==> src/rtl/fetch_stage.sv <==
// fetch_stage
//   Instruction-fetch stage of a 5-stage MIPS pipeline. Owns the program
//   counter, drives the instruction-memory address and latches the IF/ID
//   pipeline register. Applies the hazard-unit stall and the decode-stage
//   redirect/flush, and keeps saturating stall/flush event counters.
//
// Ports
//   clk_i        clock, all state updates on the rising edge
//   rst_i        synchronous active-high reset
//   start_i      run enable (0 = front end idle, IF/ID fed bubbles)
//   stall_i      load-use stall: hold PC and IF/ID
//   branch_i     taken branch/jump resolved in ID: redirect and flush
//   target_i     redirect address (low two bits ignored)
//   instr_i      instruction-memory read data for address pc_o
//   pc_o         current PC / instruction-memory address
//   if_pc4_o     IF/ID latched PC+4
//   if_instr_o   IF/ID latched instruction
//   if_valid_o   IF/ID holds a real instruction (0 = bubble)
//   stall_cnt_o  accepted stall cycles, saturating
//   flush_cnt_o  accepted flush cycles, saturating
module fetch_stage #(
  parameter logic [31:0] RESET_PC = 32'h0000_0000,
  parameter int          CNT_W    = 32
) (
  input  logic             clk_i,
  input  logic             rst_i,
  input  logic             start_i,
  input  logic             stall_i,
  input  logic             branch_i,
  input  logic [31:0]      target_i,
  input  logic [31:0]      instr_i,
  output logic [31:0]      pc_o,
  output logic [31:0]      if_pc4_o,
  output logic [31:0]      if_instr_o,
  output logic             if_valid_o,
  output logic [CNT_W-1:0] stall_cnt_o,
  output logic [CNT_W-1:0] flush_cnt_o
);

  logic [31:0]      pc_q, pc_d;
  logic [31:0]      pc4_q, pc4_d;
  logic [31:0]      instr_q, instr_d;
  logic             valid_q, valid_d;
  logic [CNT_W-1:0] stall_cnt_q, stall_cnt_d;
  logic [CNT_W-1:0] flush_cnt_q, flush_cnt_d;
  logic [31:0]      pc_plus4;

  // Modulo-2^32 increment: 0xFFFF_FFFC wraps to 0 with no flag.
  assign pc_plus4 = pc_q + 32'd4;

  always_comb begin
    pc_d        = pc_q;
    pc4_d       = pc4_q;
    instr_d     = instr_q;
    valid_d     = valid_q;
    stall_cnt_d = stall_cnt_q;
    flush_cnt_d = flush_cnt_q;

    if (!start_i) begin
      // Idle: PC frozen, decode sees nops.
      pc4_d   = '0;
      instr_d = '0;
      valid_d = 1'b0;
    end else if (stall_i) begin
      // Stall outranks branch: the branch operand is still pending, so the
      // redirect is re-presented on a later cycle.
      if (stall_cnt_q != {CNT_W{1'b1}}) begin
        stall_cnt_d = stall_cnt_q + 1'b1;
      end
    end else if (branch_i) begin
      // Force word alignment so a misaligned target never reaches pc_o.
      pc_d    = {target_i[31:2], 2'b00};
      pc4_d   = '0;
      instr_d = '0;
      valid_d = 1'b0;
      if (flush_cnt_q != {CNT_W{1'b1}}) begin
        flush_cnt_d = flush_cnt_q + 1'b1;
      end
    end else begin
      pc_d    = pc_plus4;
      pc4_d   = pc_plus4;
      instr_d = instr_i;
      valid_d = 1'b1;
    end
  end

  always_ff @(posedge clk_i) begin
    if (rst_i) begin
      pc_q        <= RESET_PC;
      pc4_q       <= '0;
      instr_q     <= '0;
      valid_q     <= 1'b0;
      stall_cnt_q <= '0;
      flush_cnt_q <= '0;
    end else begin
      pc_q        <= pc_d;
      pc4_q       <= pc4_d;
      instr_q     <= instr_d;
      valid_q     <= valid_d;
      stall_cnt_q <= stall_cnt_d;
      flush_cnt_q <= flush_cnt_d;
    end
  end

  assign pc_o        = pc_q;
  assign if_pc4_o    = pc4_q;
  assign if_instr_o  = instr_q;
  assign if_valid_o  = valid_q;
  assign stall_cnt_o = stall_cnt_q;
  assign flush_cnt_o = flush_cnt_q;

endmodule

==> config.mk <==
export PLATFORM = sky130hd
export DESIGN_NAME = fetch_stage
export DESIGN_NICKNAME = d
export VERILOG_FILES = /design/src/rtl/fetch_stage.sv
export SDC_FILE = /design/constraint.sdc
export NUM_CORES = 1
export LEC_CHECK = 0
export BUFFER_PORTS_ARGS = -buffer_cell sky130_fd_sc_hd__buf_4
export CORE_MARGIN = 2
export CORE_UTILIZATION = 23
export CTS_CLUSTER_DIAMETER = 200
export DETAILED_ROUTE_END_ITERATION = 8
export PLACE_DENSITY = 0.49
export SLEW_MARGIN = 25
export SYNTH_ARGS = -nofsm -noshare
export SYNTH_HDL_FRONTEND = slang
export SYNTH_SLANG_ARGS = --single-unit
==> constraint.sdc <==
create_clock -name clk_i -period 2.7 [get_ports clk_i]
set_input_delay 0.27 -clock clk_i [delete_from_list [all_inputs] [get_ports clk_i]]
set_output_delay 0.27 -clock clk_i [all_outputs]
set_load 0.05 [all_outputs]
After elaboration in Yosys (flattened, before gate mapping)
Cells that the tools add are included.

word-level totals
  register bits = 161
  bits in latches = 0
  RAM bits = 0
  memory bits (read-only) = 0
  word-level logic and storage cells = 21
  memories kept = 0

operators by class
  add/subtract/negate cells = 3
  multipliers = 0
  div/mod/pow operators = 0
  magnitude comparators = 0
  eq/ne operators = 2
  shift operators = 0
  muxes and demuxes = 4
  bitwise logic cells = 2
  reductions and logical operators = 4

operators by type and width
  operator                                                         count
  32-bit two-way mux                                               3
  32-bit by 1-bit adder with 32-bit output, second input constant  2
  32-bit != test, second input constant                            2
  32-bit by 3-bit adder with 32-bit output, second input constant  1
  4-bit AND reduction                                              1
  3-bit AND reduction                                              1
  1-bit inverter                                                   2
  2-bit AND reduction                                              1
  2-bit OR reduction                                               1
  1-bit two-way mux                                                1

Logic depth before layout (Yosys ltp)
  depth in word-level cells = 2
  depth in mapped cells = 8
  depth with buffers taken out = 6

Worst setup path after synthesis
No wires, ideal clock.

  path type = reg-to-reg
  from = register stall_cnt_q[20] (netlist: stall_cnt_o[20])
  to = register stall_cnt_q[1] (netlist: stall_cnt_o[1])
  library setup time = 70 ps
  arrival time = 2360 ps
  slack = 270 ps
  stages on the path, launching flop included = 8
  clock period less this slack = 2430 ps
  cells stage by stage = dfxtp_1 nand4_2 or4_4 nor4_4 buf_6 buf_6 o21ai_0 a21oi_1

on the way
  cells in the longest elaborated chain, start to end = 2

ends and longest elaborated chain
  what                                  line  source
  from (decl)                           44    logic [CNT_W-1:0] stall_cnt_q, stall_cnt_d;
  from (signal assigned)                100   stall_cnt_q <= stall_cnt_d;
  32-bit != test                        67    if (stall_cnt_q != {CNT_W{1'b1}}) begin
  3-bit AND reduction (no source line)  -

Every way passes these cells.
A chain may end at the register's enable or synchronous reset.

Worst setup path after layout
  from = register stall_cnt_q[6] (netlist: stall_cnt_o[6])
  to = register stall_cnt_q[27] (netlist: stall_cnt_o[27])

on the way
  cells in the longest elaborated chain, start to end = 2
  elaborated cells on any way between the ends = 3
  classes of those cells = 1 x add/sub; 1 x eq/ne; 1 x reduce/logical

ends and longest elaborated chain
  what
  parallel branches: the longest is 2 deep, another holds 32-bit by 1-bit adder with 32-bit output

Parallel ways; which one is timed is not known.

==> impl_metrics.json <==
{
  "end_kind": "register",
  "max_freq_mhz": 435,
  "avgSynthCellArea_um2": 8.48,
  "crit_path_cell_trace": "nand4_2, or4b_4, a211o_1, or4_1, a21oi_1",
  "ant_nets": 0,
  "cts_setup_buffers": 0,
  "min_period_over_period_pct": 85.1,
  "p_per_area_nw_per_um2": 526,
  "cp_top_family": "simple AND/OR/NAND/NOR gates",
  "stdcell_area_um2": 10300,
  "place_ws_ns": 0.425,
  "cp_slowest_cell": "or4b_4",
  "cap_violations": 0,
  "initial_core_util_pct": 23.2,
  "drive_gt1_share_pct": 27.7,
  "coreArea_um2": 32300,
  "grt_remaining_overflow": 0,
  "fillers": 3459,
  "final_common_cell": "buf_4",
  "cp-start-kind": "register",
  "rsz0062_at_grt": "no",
  "max-clock-path-buffers": 2,
  "hold_viol_final": 0,
  "layout.nets": 1165,
  "seq_area_frac_synth_pct": 42.2,
  "final_cell_mix": "257 x buf_4, 158 x dfxtp_1, 75 x a21oi_1",
  "synth-xor-area-share_pct": 4.44,
  "dr.pass1.iters": 8,
  "cpPeakStageDelay_ns": 0.57,
  "fin_ws_ns": 0.403,
  "htree_levels": 4,
  "ys_seq_elements": 158,
  "synth-simple-area-share_pct": 25.3,
  "cts_resized": 0,
  "die_h_um": 185,
  "synth_cell_types": 63,
  "seq_area_um2": 3160,
  "placed_area_um2": 9730,
  "synth_top_flop_cell": "dfxtp_1",
  "critPathMaxFanout": 13,
  "gr-usage-all-layers_pct": 14.2,
  "syn_area_um2": 7500,
  "setup.worst_path.class": "reg2reg",
  "port_buffers": 225,
  "finClkSkew_ns": 0.0107,
  "dr.first_iter.drc_count": 466,
  "grt_pass1_wl_mm": 37.7,
  "synth_top_family_by_area": "simple AND/OR/NAND/NOR gates",
  "vias": 7524,
  "cp_num_buf_inv": 0,
  "critPathArrivalTime_ns": 2.67,
  "required_ns": 3.07,
  "yosysWarnings": 0,
  "area_growth_syn_to_layout_pct": 37.7,
  "power.static_leakage_nw": 3.98,
  "synth_compound_area_share_pct": 22.4,
  "ctsHoldBuffers": 0,
  "grt_pass1_vias": 6662,
  "clock_sinks": 158,
  "async_reset_ff_share_pct": 0,
  "synthAdderAreaFrac_pct": 0.501,
  "synth-edff-count": 0,
  "irDropWorstVdd_mv": 0.449,
  "rows": 66,
  "dieArea_um2": 34100,
  "worstMarginPinSlew_ns": 0.792,
  "avgRoutedWirePerCell_um": 16.0,
  "fin_crit_ns": 2.30,
  "status": "finished, final reports clean",
  "place_congestion": 0.757,
  "multi_input_area_um2": 4030,
  "cts_buffers": 17,
  "maxSlewHeadroom_pct": 47.2,
  "insertion_delay_ns": 0.44,
  "drc_errors": 0,
  "synthMuxAreaShare_pct": 0.534,
  "slew_viol_final": 0,
  "avgViaCountPerCell": 4.85,
  "cts_tree": "built",
  "grt_max_degree": 57,
  "hold_class": "in2reg",
  "tns_ns": 0,
  "wl_mm": 24.9,
  "setup_violations": 0,
  "antenna_found_initial": 1,
  "syn-instance-count": 884,
  "dp_hpwl_mm": 17.6,
  "path_clk_slew_ns": 0.07,
  "die_w_um": 185,
  "cts_root_buffer": "clkbuf_16",
  "top_level_ports": 230
}
-- cell families after synthesis --
family          after synthesis
fa+ha+maj                     3
buf+inv                      79
other cells                   1
flops                       158
xor+xnor                     38
compound gates              256
simple gates                345
mux                           4
-- routing by layer --
| metal | share of wire [%] | GRT usage [%] | wire (µm) |
|---|---|---|---|
| met3 | 6.7 | 4.17 | 1670 |
| met2 | 45 | 21.7 | 11300 |
| met4 | 0.77 | 3.68 | 191 |
| met5 | 0 | 0 | 0 |
| met1 | 47 | 19.5 | 11700 |
-- Yosys cell counts (3+ instances only) --
| master | n | area, µm² |
|---|---|---|
| nand4_1 | 38 | 238 |
| and2_1 | 5 | 31.3 |
| nor2_1 | 67 | 251 |
| nand2b_1 | 6 | 37.5 |
| buf_4 | 4 | 30.0 |
| o41ai_1 | 6 | 52.6 |
| nor3_1 | 18 | 90.1 |
| a21oi_1 | 75 | 375 |
| o21ai_0 | 48 | 240 |
| a31oi_1 | 13 | 81.3 |
| and3_1 | 16 | 100 |
| o211ai_1 | 4 | 30.0 |
| nor4_1 | 8 | 50.1 |
| a22oi_1 | 24 | 180 |
| xor2_1 | 14 | 123 |
| clkbuf_2 | 3 | 15.0 |
| or3_1 | 32 | 200 |
| o31ai_1 | 20 | 150 |
| nor2b_1 | 7 | 43.8 |
| nand2_1 | 60 | 225 |
| buf_6 | 3 | 33.8 |
| mux2i_1 | 4 | 40.0 |
| nand3b_1 | 3 | 22.5 |
| and4_1 | 9 | 78.8 |
| or4_1 | 21 | 158 |
| nand3_1 | 39 | 195 |
| xnor2_1 | 24 | 210 |
| buf_2 | 7 | 35.0 |
| inv_1 | 10 | 37.5 |
| clkbuf_1 | 50 | 188 |
| ha_1 | 3 | 37.5 |
| dfxtp_1 | 158 | 3160 |
| a22o_1 | 44 | 385 |
-- path summary, 6_finish.rpt --
kind / from / end / slack (ns) / depth (start not counted)
max: stall_cnt_o[6] / stall_cnt_o[27] / 0.40 / 5
min: instr_i[14] / if_instr_o[14] / 0.04 / 2
max reg2reg: stall_cnt_o[6] / stall_cnt_o[27] / 0.40 / 5
min reg2reg: if_instr_o[0] / if_instr_o[0] / 0.47 / 1
-- registers in the layout (all words and copies together) (netlist names) --
register / cells
flush_cnt_o: 32
if_instr_o: 32
stall_cnt_o: 32
if_pc4_o: 31
pc_o: 30
if_valid_o: 1
-- area by class of cell --
class / instances / area share [%]
flip-flops and latches: 158 / 30.6
repair buffers: 258 / 18.9
well taps: 442 / 5.35
clock inverters: 15 / 1.65
multi-input cells: 648 / 39.0
diodes: 2 / 0.0485
clock buffers: 17 / 4.12
inverters: 10 / 0.363
-- through the flow --
step	hold slack [ns]	cells	utilization [%]	power, mW
after floorplan	0.403	885	-	2.78
final	0.0425	1550	32.0	5.43
after global placement	0.458	1516	30.1	3.00
after detailed placement	0.459	1516	30.1	3.00
after CTS	0.0146	1548	32.0	5.55
after global routing	0.0146	1548	32.0	5.68
-- report_power, final --
part	total (mW)	leakage, nW	switching [mW]	internal [mW]
clock	2.50	0.283	1.11	1.39
combinational	0.522	2.42	0.333	0.189
sequential	2.42	1.28	0.0496	2.37
Power figures use the tool's default switching activity.
